[config.mk]
export PLATFORM = sky130hd
export DESIGN_NAME = controle_medidas_prox
export DESIGN_NICKNAME = d
export VERILOG_FILES = /design/src/rtl/controle_medidas_prox_pkg.sv /design/src/rtl/contador_m_timeout.sv /design/src/rtl/controle_medidas_prox.sv
export SDC_FILE = /design/constraint.sdc
export NUM_CORES = 1
export LEC_CHECK = 0
export ABC_AREA = 1
export BUFFER_PORTS_ARGS = -buffer_cell sky130_fd_sc_hd__buf_2
export CAP_MARGIN = 20
export CORE_MARGIN = 1
export CORE_UTILIZATION = 49
export DETAILED_ROUTE_END_ITERATION = 10
export MAX_ROUTING_LAYER = met4
export PLACE_DENSITY_LB_ADDON = 0.2
export SETUP_SLACK_MARGIN = 0.3
export SLEW_MARGIN = 10
export SYNTH_ARGS = -nofsm -noshare
export SYNTH_HDL_FRONTEND = slang
export SYNTH_SLANG_ARGS = --single-unit
export TNS_END_PERCENT = 100
[constraint.sdc]
create_clock -name clock -period 1.71 [get_ports clock]
set_clock_uncertainty 0.05 [all_clocks]
set_input_delay 0 -clock clock [delete_from_list [all_inputs] [get_ports clock]]
set_output_delay 0 -clock clock [all_outputs]
set_load 0.005 [all_outputs]
[src/rtl/controle_medidas_prox_pkg.sv]
// Shared constants for the proximity alarm path: FSM encodings, BCD distance
// width, fallback distance and the comparator threshold.
package controle_medidas_prox_pkg;

    localparam int LARGURA_MEDIDA = 12;
    typedef logic [LARGURA_MEDIDA-1:0] medida_t;

    localparam medida_t MEDIDA_FALHA_PADRAO = 12'h999;
    localparam medida_t LIMIAR_PROXIMIDADE  = 12'h010;

    localparam logic [2:0] EST_INICIAL    = 3'd0;
    localparam logic [2:0] EST_MEDE_ESQ   = 3'd1;
    localparam logic [2:0] EST_ESPERA_ESQ = 3'd2;
    localparam logic [2:0] EST_MEDE_DIR   = 3'd3;
    localparam logic [2:0] EST_ESPERA_DIR = 3'd4;
    localparam logic [2:0] EST_INTERVALO  = 3'd5;

    // Timer width able to hold max(a,b)-1; never narrower than one bit.
    function automatic int largura_timer(input int a, input int b);
        int maior;
        maior = (a > b) ? a : b;
        if (maior < 2) begin
            return 1;
        end else begin
            return $clog2(maior);
        end
    endfunction

endpackage

[src/rtl/contador_m_timeout.sv]
// Loadable saturating cycle counter with clear, enable and a terminal-count
// flag compared against a run-time limit.
module contador_m_timeout #(
    parameter int LARGURA = 4
) (
    input  logic               clock,
    input  logic               reset,
    input  logic               clear,
    input  logic               enable,
    input  logic               load,
    input  logic [LARGURA-1:0] valor_carga,
    input  logic [LARGURA-1:0] limite,
    output logic [LARGURA-1:0] contagem,
    output logic               fim
);

    logic [LARGURA-1:0] contagem_r;

    // Count register: clear beats load beats increment; saturates instead of wrapping.
    always_ff @(posedge clock or posedge reset) begin
        if (reset) begin
            contagem_r <= {LARGURA{1'b0}};
        end else if (clear) begin
            contagem_r <= {LARGURA{1'b0}};
        end else if (load) begin
            contagem_r <= valor_carga;
        end else if (enable && (contagem_r != {LARGURA{1'b1}})) begin
            contagem_r <= contagem_r + LARGURA'(1);
        end else begin
            contagem_r <= contagem_r;
        end
    end

    assign contagem = contagem_r;
    assign fim      = (contagem_r == limite);

endmodule

[src/rtl/controle_medidas_prox.sv]
// Alternately triggers the left and right ultrasonic interfaces, latches their
// BCD distances and substitutes a far value when a sensor does not answer.
module controle_medidas_prox
    import controle_medidas_prox_pkg::*;
#(
    parameter int      INTERVALO    = 2500000,
    parameter int      TIMEOUT      = 1500000,
    parameter medida_t MEDIDA_FALHA = 12'h999
) (
    input  logic        clock,
    input  logic        reset,
    input  logic        ligar,
    input  logic        pronto_esq,
    input  logic [11:0] medida_esq_in,
    input  logic        pronto_dir,
    input  logic [11:0] medida_dir_in,
    output logic        medir_esq,
    output logic        medir_dir,
    output logic [11:0] medida_esq,
    output logic [11:0] medida_dir,
    output logic        libera_alarme,
    output logic        falha_esq,
    output logic        falha_dir,
    output logic [2:0]  db_estado
);

    localparam int TIMER_W = largura_timer(INTERVALO, TIMEOUT);
    localparam logic [TIMER_W-1:0] FIM_TIMEOUT   = TIMER_W'(TIMEOUT - 1);
    localparam logic [TIMER_W-1:0] FIM_INTERVALO = TIMER_W'(INTERVALO - 1);

    logic [2:0]         estado_r, estado_prox_s;
    logic [TIMER_W-1:0] limite_s, contagem_s;
    logic               fim_s, timer_clear_s, timer_en_s;

    logic    medir_esq_r, medir_dir_r, medir_esq_s, medir_dir_s;
    medida_t medida_esq_r, medida_dir_r, medida_esq_s, medida_dir_s;
    logic    falha_esq_r, falha_dir_r, falha_esq_s, falha_dir_s;
    logic    libera_r, libera_s;

    // Timer limit depends on whether we wait for a sensor or rest between rounds.
    always_comb begin
        limite_s   = FIM_TIMEOUT;
        timer_en_s = 1'b0;
        if (estado_r == EST_INTERVALO) begin
            limite_s   = FIM_INTERVALO;
            timer_en_s = 1'b1;
        end else if ((estado_r == EST_ESPERA_ESQ) || (estado_r == EST_ESPERA_DIR)) begin
            limite_s   = FIM_TIMEOUT;
            timer_en_s = 1'b1;
        end else begin
            limite_s   = FIM_TIMEOUT;
            timer_en_s = 1'b0;
        end
    end

    assign timer_clear_s = (estado_prox_s != estado_r);

    contador_m_timeout #(.LARGURA(TIMER_W)) u_timer (
        .clock       (clock),
        .reset       (reset),
        .clear       (timer_clear_s),
        .enable      (timer_en_s),
        .load        (1'b0),
        .valor_carga ({TIMER_W{1'b0}}),
        .limite      (limite_s),
        .contagem    (contagem_s),
        .fim         (fim_s)
    );

    // State register.
    always_ff @(posedge clock or posedge reset) begin
        if (reset) begin
            estado_r <= EST_INICIAL;
        end else begin
            estado_r <= estado_prox_s;
        end
    end

    // Next state; dropping ligar abandons whatever was in progress.
    always_comb begin
        estado_prox_s = estado_r;
        if (!ligar) begin
            estado_prox_s = EST_INICIAL;
        end else begin
            case (estado_r)
                EST_INICIAL:    estado_prox_s = EST_MEDE_ESQ;
                EST_MEDE_ESQ:   estado_prox_s = EST_ESPERA_ESQ;
                EST_ESPERA_ESQ: estado_prox_s = (pronto_esq || fim_s) ? EST_MEDE_DIR : EST_ESPERA_ESQ;
                EST_MEDE_DIR:   estado_prox_s = EST_ESPERA_DIR;
                EST_ESPERA_DIR: estado_prox_s = (pronto_dir || fim_s) ? EST_INTERVALO : EST_ESPERA_DIR;
                EST_INTERVALO:  estado_prox_s = fim_s ? EST_MEDE_ESQ : EST_INTERVALO;
                default:        estado_prox_s = EST_INICIAL;
            endcase
        end
    end

    // Next values of the registered outputs; a reply in the expiry cycle beats the timeout.
    always_comb begin
        medir_esq_s  = (estado_prox_s == EST_MEDE_ESQ);
        medir_dir_s  = (estado_prox_s == EST_MEDE_DIR);
        medida_esq_s = medida_esq_r;
        medida_dir_s = medida_dir_r;
        falha_esq_s  = falha_esq_r;
        falha_dir_s  = falha_dir_r;
        libera_s     = libera_r;
        if (!ligar) begin
            libera_s = 1'b0;
        end else if (estado_r == EST_ESPERA_ESQ) begin
            if (pronto_esq) begin
                medida_esq_s = medida_esq_in;
                falha_esq_s  = 1'b0;
            end else if (fim_s) begin
                medida_esq_s = MEDIDA_FALHA;
                falha_esq_s  = 1'b1;
            end else begin
                medida_esq_s = medida_esq_r;
            end
        end else if (estado_r == EST_ESPERA_DIR) begin
            if (pronto_dir) begin
                medida_dir_s = medida_dir_in;
                falha_dir_s  = 1'b0;
                libera_s     = 1'b1;
            end else if (fim_s) begin
                medida_dir_s = MEDIDA_FALHA;
                falha_dir_s  = 1'b1;
                libera_s     = 1'b1;
            end else begin
                medida_dir_s = medida_dir_r;
            end
        end else begin
            libera_s = libera_r;
        end
    end

    // Output registers keep the comparator inputs glitch-free.
    always_ff @(posedge clock or posedge reset) begin
        if (reset) begin
            medir_esq_r  <= 1'b0;
            medir_dir_r  <= 1'b0;
            medida_esq_r <= MEDIDA_FALHA;
            medida_dir_r <= MEDIDA_FALHA;
            falha_esq_r  <= 1'b0;
            falha_dir_r  <= 1'b0;
            libera_r     <= 1'b0;
        end else begin
            medir_esq_r  <= medir_esq_s;
            medir_dir_r  <= medir_dir_s;
            medida_esq_r <= medida_esq_s;
            medida_dir_r <= medida_dir_s;
            falha_esq_r  <= falha_esq_s;
            falha_dir_r  <= falha_dir_s;
            libera_r     <= libera_s;
        end
    end

    assign medir_esq     = medir_esq_r;
    assign medir_dir     = medir_dir_r;
    assign medida_esq    = medida_esq_r;
    assign medida_dir    = medida_dir_r;
    assign falha_esq     = falha_esq_r;
    assign falha_dir     = falha_dir_r;
    assign libera_alarme = libera_r;
    assign db_estado     = estado_r;

endmodule

==> results of run 1 <==
flip-flops by register name, summed over array words and instances, names as in the netlist:
register	cells
falha_esq	1
libera_alarme	1
medida_dir	12
db_estado	3
medida_esq	12
medir_dir	1
falha_dir	1
medir_esq	1
u_timer.contagem	22
worst max-delay path, delay by kind of cell, from the launching register on:
kind / cells / cell delay [ps]
AOI/OAI and AO/OA: 1 / 190
buffers and inverters: 2 / 320
and+or+nand+nor: 9 / 910
DFF: 1 / 440
report_power, final:
group	leakage [nW]	switching (mW)	internal, mW
Sequential	0.695	0.189	1.64
Combinational	1.42	0.985	0.979
Clock	0.0714	0.440	0.624
Total	2.18	1.61	3.24
cell type report:
class / instances / share of cell area
multi-input combinational: 210 / 0.331
sequential: 54 / 0.308
timing repair buffer: 156 / 0.269
inverter: 42 / 0.0410
tap: 70 / 0.0197
clock buffer: 6 / 0.0185
clock inverter: 2 / 0.0135
what timing repair did:
| action | in CTS | in global routing |
|---|---|---|
| gates cloned | 1 | 0 |
| endpoints found under the setup margin | 53 | 53 |
| buffers inserted | 7 | 9 |
| hold endpoints to repair | 77 | 0 |
| pin swaps | 11 | 14 |
| hold buffers | 28 | 0 |
| gates resized for setup | 30 | 75 |
layout by cell type, fill, tap and decap left out, types with 2 or more instances in the layout:
master and n:
buf_2 60, buf_4 51, nand2_1 49, dfrtp_1 39, inv_1 29, dlygate4sd3_1 28
nand2_2 25, nor2_2 19, nor2_1 16, xor2_1 13, buf_6 13, o22a_1 12
dfstp_2 12, nand3_1 10, nand2_4 10, nor2_4 9, nand3_2 9, inv_2 8
clkbuf_8 6, nor3_1 5, o21ai_1 5, xor2_2 5, nor3_4 4, nand3_4 3
nand4_1 3, dfrtp_2 3, buf_12 3, inv_4 2, inv_8 2, o21ai_2 2
o21ai_0 2, o21a_1 2, bufinv_16 2
through the flow:
| stage | hold slack (ps) | util | cell area [um^2] |
|---|---|---|---|
| after detailed placement | 23.4 | 0.672 | 3520 |
| final | 39.2 | 0.850 | 4450 |
| after global placement | 13.0 | 0.672 | 3520 |
| after floorplan | 59.6 | - | 2770 |
| after global routing | 46.6 | 0.850 | 4450 |
| after CTS | 21.6 | 0.785 | 4110 |
layer usage:
metal / up-vias / track usage
li1: 1292 / -
met4: 0 / 0.0923
met5: - / -
met3: 31 / 0.0599
met2: 100 / 0.511
met1: 1380 / 0.322
final timing paths:
check	endpoint	slack (ps)	cells after the start
max	u_timer.contagem[20]$_DFFE_PP0P_	-290	12
min	db_estado[2]$_DFF_PP0_	40	4
max reg2reg	u_timer.contagem[20]$_DFFE_PP0P_	-290	12
min reg2reg	falha_dir$_DFFE_PP0P_	450	1
max in group asynchronous	medida_esq[3]$_DFFE_PP1P_	1020	4
min in group asynchronous	medida_dir[9]$_DFFE_PP0P_	220	4
kinds of logic after synthesis:
family | after synthesis | synth area share
AND/OR/NAND/NOR | 164 | 0.282
adder cells (fa/ha/maj) | 1 | 0.00459
flip-flops | 54 | 0.501
buffers and inverters | 47 | 0.0771
XOR/XNOR | 19 | 0.0611
AO/OA/AOI/OAI | 26 | 0.0739
==> impl_metrics.yaml, run 1 <==
yosys:
  syn_area_um2: 2730
  synth.top_cell.area_share: 0.386
  yosys_warnings: 0
  synth_top_area_cell: "dfrtp_1"
  synth_commonest_cells: "nand2_1, dfrtp_1, inv_1"
  synth_edf_count: 0
  synth_cells: 311
  synth.distinct_cells: 29
  ys_seq_area_frac: 0.501
  syn_area_per_cell_um2: 8.76
  synth_fp_nets: 341
  ys_async_sr_fraction: 1.00
  synth.area.top_cells: "dfrtp_1, dfstp_2, nand2_1"
  ys.flop_type: "dfrtp_1"
  yosysMostFrequentCell: "nand2_1"
  ys_ff_latch: 54
finish:
  nFillCells: 261
  syn2layout_area_growth_pct: 63.4
  multi_input_area_um2: 1470
  post_layout_nonfiller_instances: 540
  drive_gt1_frac: 0.538
  nNetsFinal: 499
  diodes: 0
  seqCellArea_um2: 1370
global_routing:
  first_global_vias: 2849
  overflow: 0
  grt_pass1_wl_um: 12800
  grt_max_degree: 31
  grt_usage: 0.288
  antenna_found_initial: 0
setup_path:
  startpoint: "db_estado[1]$_DFF_PP0_"
  path_cells: "inv_4, nand3_4, nand3_1, nand2_1, nand2_2, nand2_1, nand2_1, nand2_2, a21oi_2, nand3_4, buf_12, nor2_1"
  r2r-start: "db_estado[1]$_DFF_PP0_"
  crit_arrival_ps: 2210
  critical_path_class: "reg -> reg"
  cpMostUsedCell: "nand2_1"
  crit_slowest_cell: "dfrtp_1"
  cp_max_fo: 9
  crit_path_end_kind: "flip-flop"
  worstPathRequired_ps: 1920
  cp_slowest_stage_delay_ps: 440
  cp-start-kind: "flip-flop"
timing:
  hold_viol: 0
  fin_crit_ps: 2000
  report.final.slew_viol_count: 0
  relSlewSlack: 0.727
  setup_viol: 49
  fmax_mhz: 500
  tightestPinTransition_ps: 407
  fin_ws_ps: -292
  setup_tns_ps: -8840
  rsz0062_at_grt: "true"
  period_share: 1.17
floorplanning:
  die_height_um: 76.6
  core_um2: 5240
  die_w_um: 76.6
  die-area_um2: 5860
  start_util: 0.520
  fp-row-count: 26
  ioPinCount: 61
power:
  leakage_nw: 2.18
  total_power_mw: 4.85
  ir_drop_v: 0.000773
  powerDensity_nw_per_um2: 1090
routing:
  top_layer_used: "met4"
  drt_iter0_drc: 159
  wirelength_um: 8890
  drcViolationCount: 0
  postRouteAntennaNets: 0
  wl_per_cell_um: 16.5
  wl_met1_um: 3580
  via_count: 2803
  wl_met2_um: 4700
  wl_met3_um: 354
  routed_via_density: 5.19
  first_pass_iters: 4
cts:
  root_buffer: "clkbuf_8"
  clk_pin_slew_ps: 100
  cts_sinks: 54
  worstSkewPairLatency_ps: 320
  numCtsBuffers: 5
  htreeDepth: 2
  cts_tree: "done"
  cts_buffer_depth: 2
placement:
  pre_cts_slack_ps: -167
  placed_cells: 487
  io_buffers: 60
  place_congestion: 0.861
  dp_hpwl_um: 4670
job:
  maxCapViolCount: 0
status:
  status: "finished with violations"
  violations: "setup timing"
min_path:
  hold_start: "ligar"
  hold_class: "in -> reg"
Power figures use the tool's default switching activity.
==> run 2, diff against run 1 <==
--- a/config.mk
+++ b/config.mk
@@ -11,7 +11,6 @@
 export CORE_MARGIN = 1
 export CORE_UTILIZATION = 49
 export DETAILED_ROUTE_END_ITERATION = 10
-export MAX_ROUTING_LAYER = met4
 export PLACE_DENSITY_LB_ADDON = 0.2
 export SETUP_SLACK_MARGIN = 0.3
 export SLEW_MARGIN = 10
==> impl_metrics.yaml, run 2 (synthesized netlist as in run 1, its figures left out) <==
routing:
  postRouteAntennaNets: 0
  wl_per_cell_um: 16.5
  via_count: 2821
  first_pass_iters: 4
  routed_via_density: 5.22
  drcViolationCount: 0
  wirelength_um: 8920
  drt_iter0_drc: 171
power:
  p_comb_frac: 0.404
  ir_drop_v: 0.000774
  leakage_nw: 2.18
  powerDensity_nw_per_um2: 1090
  p_sw_mw: 1.61
  p_seq_frac: 0.376
  swShare: 0.332
  power.internal_mw: 3.24
  power_frac_clock: 0.220
timing:
  fin_crit_ps: 1990
  fmax_mhz: 501
  relSlewSlack: 0.726
  tightestPinTransition_ps: 408
  fin_ws_ps: -285
  report.final.slew_viol_count: 0
  rsz0062_at_grt: "true"
  setup_tns_ps: -8420
  hold_viol: 0
  setup_viol: 49
  period_share: 1.17
placement:
  io_buffers: 60
  dp_hpwl_um: 4670
  place_congestion: 0.848
cts:
  cts_tree: "done"
  root_buffer: "clkbuf_8"
  cts_buffer_depth: 2
  htreeDepth: 2
  cts_sinks: 54
  numCtsBuffers: 5
  clk_pin_slew_ps: 100
  worstSkewPairLatency_ps: 320
finish:
  nNetsFinal: 499
  syn2layout_area_growth_pct: 63.4
  final_common_cell: "buf_2"
  final_cell_mix: "buf_2, buf_4, nand2_1"
  final_core_utilization: 0.850
  diodes: 0
  nFillCells: 261
  largest_register_ffs: 22
  drive_gt1_frac: 0.538
floorplanning:
  ioPinCount: 61
  start_util: 0.520
  fp-row-count: 26
  core_um2: 5240
  die_height_um: 76.6
  die-area_um2: 5860
  die_w_um: 76.6
min_path:
  min_path_cells: 4
  hold_path_end: "db_estado[2]$_DFF_PP0_"
  hold_class: "in -> reg"
  hold_start: "ligar"
global_routing:
  grt_use_met1: 0.322
  top_usage_layer: "met2"
  grt_max_degree: 31
  grt_usage: 0.280
  first_global_vias: 2849
  grt_use_met3: 0.0635
  antenna_found_initial: 0
  use_met2: 0.510
  grt_pass1_wl_um: 12800
  overflow: 0
setup_path:
  r2r_end: "u_timer.contagem[20]$_DFFE_PP0P_"
  crit_family: "simple AND/OR/NAND/NOR gates"
  crit_arrival_ps: 2210
  path_cells: "inv_4, nand3_4, nand3_1, nand2_1, nand2_2, nand2_1, nand2_1, nand2_2, a21oi_2, nand3_4, buf_12, nor2_1"
  cp_max_fo: 9
  regToRegSetupSlack_ps: -280
  r2r_cells: 12
  cp_slowest_stage_delay_ps: 440
  crit_path_end_kind: "flip-flop"
  critical_path_class: "reg -> reg"
  cpMostUsedCell: "nand2_1"
  worstPathRequired_ps: 1920
  r2r-start: "db_estado[1]$_DFF_PP0_"
  cp-start-kind: "flip-flop"
  crit_slowest_cell: "dfrtp_1"
  worst-path-buf-inv: 2
status:
  violations: "setup timing"
  status: "finished with violations"
job:
  maxCapViolCount: 0
[run 2: cell type report]
| class | count | area, um^2 | area share |
|---|---|---|---|
| Multi-Input combinational cell | 210 | 1470 | 0.331 |
| Clock inverter | 2 | 60.1 | 0.0135 |
| Sequential cell | 54 | 1370 | 0.308 |
| Tap cell | 70 | 87.6 | 0.0197 |
| Inverter | 42 | 183 | 0.0410 |
| Timing Repair Buffer | 156 | 1200 | 0.269 |
| Clock buffer | 6 | 82.6 | 0.0185 |
[run 2: power groups by stage]
| stage | logic, mW | registers, mW | clock network, mW |
|---|---|---|---|
| after floorplan | 0.747 | 1.82 | 0 |
| after global placement | 1.39 | 1.78 | 0 |
| after detailed placement | 1.43 | 1.79 | 0 |
| after CTS | 1.70 | 1.78 | 1.07 |
| after global routing | 2.08 | 1.85 | 1.11 |
| final | 1.96 | 1.83 | 1.07 |
[run 2: what timing repair did]
item                                   4_1_cts  5_1_grt
hold buffers                                28        0
buffers inserted                             7        9
endpoints found under the hold margin       77        0
setup endpoints to repair                   53       53
pin swaps                                   11       14
resized for setup                           30       75
gates cloned                                 1        0
[run 2: layer usage]
metal  wire (um)  vias to the layer above
li1            -                     1287
met1        3490                     1400
met2        4740                      104
met3         415                       30
met4         278                        0
met5           0                        -
[run 2: tightest hold or removal path: cells and delay by family]
kind | cells | cell delay (ps)
AND/OR/NAND/NOR | 1 | 110
buffers and inverters | 3 | 280
[run 2: metrics by stage]
stage                     hold slack (ps)  instances  setup slack (ps)  power, mW  area [um^2]
after floorplan                      59.6        311             -56.0       2.57         2770
after global placement               13.0        487              -113       3.17         3520
after detailed placement             23.4        487              -167       3.22         3520
after CTS                            21.6        531              -149       4.54         4110
after global routing                 42.3        540              -380       5.05         4450
final                                36.0        540              -285       4.85         4450
[run 2: worst max-delay path by stage]
stage                                         start  cells after the start  slack, ps                               end
floorplan           u_timer.contagem[0]$_DFFE_PP0P_                     13        -60  u_timer.contagem[16]$_DFFE_PP0P_
global placement    u_timer.contagem[1]$_DFFE_PP0P_                     13       -110  u_timer.contagem[12]$_DFFE_PP0P_
detailed placement  u_timer.contagem[1]$_DFFE_PP0P_                     11       -170  u_timer.contagem[19]$_DFFE_PP0P_
CTS                 u_timer.contagem[1]$_DFFE_PP0P_                     12       -150  u_timer.contagem[17]$_DFFE_PP0P_
global route                 db_estado[2]$_DFF_PP0_                     12       -380  u_timer.contagem[20]$_DFFE_PP0P_
finish                       db_estado[1]$_DFF_PP0_                     12       -280  u_timer.contagem[20]$_DFFE_PP0P_
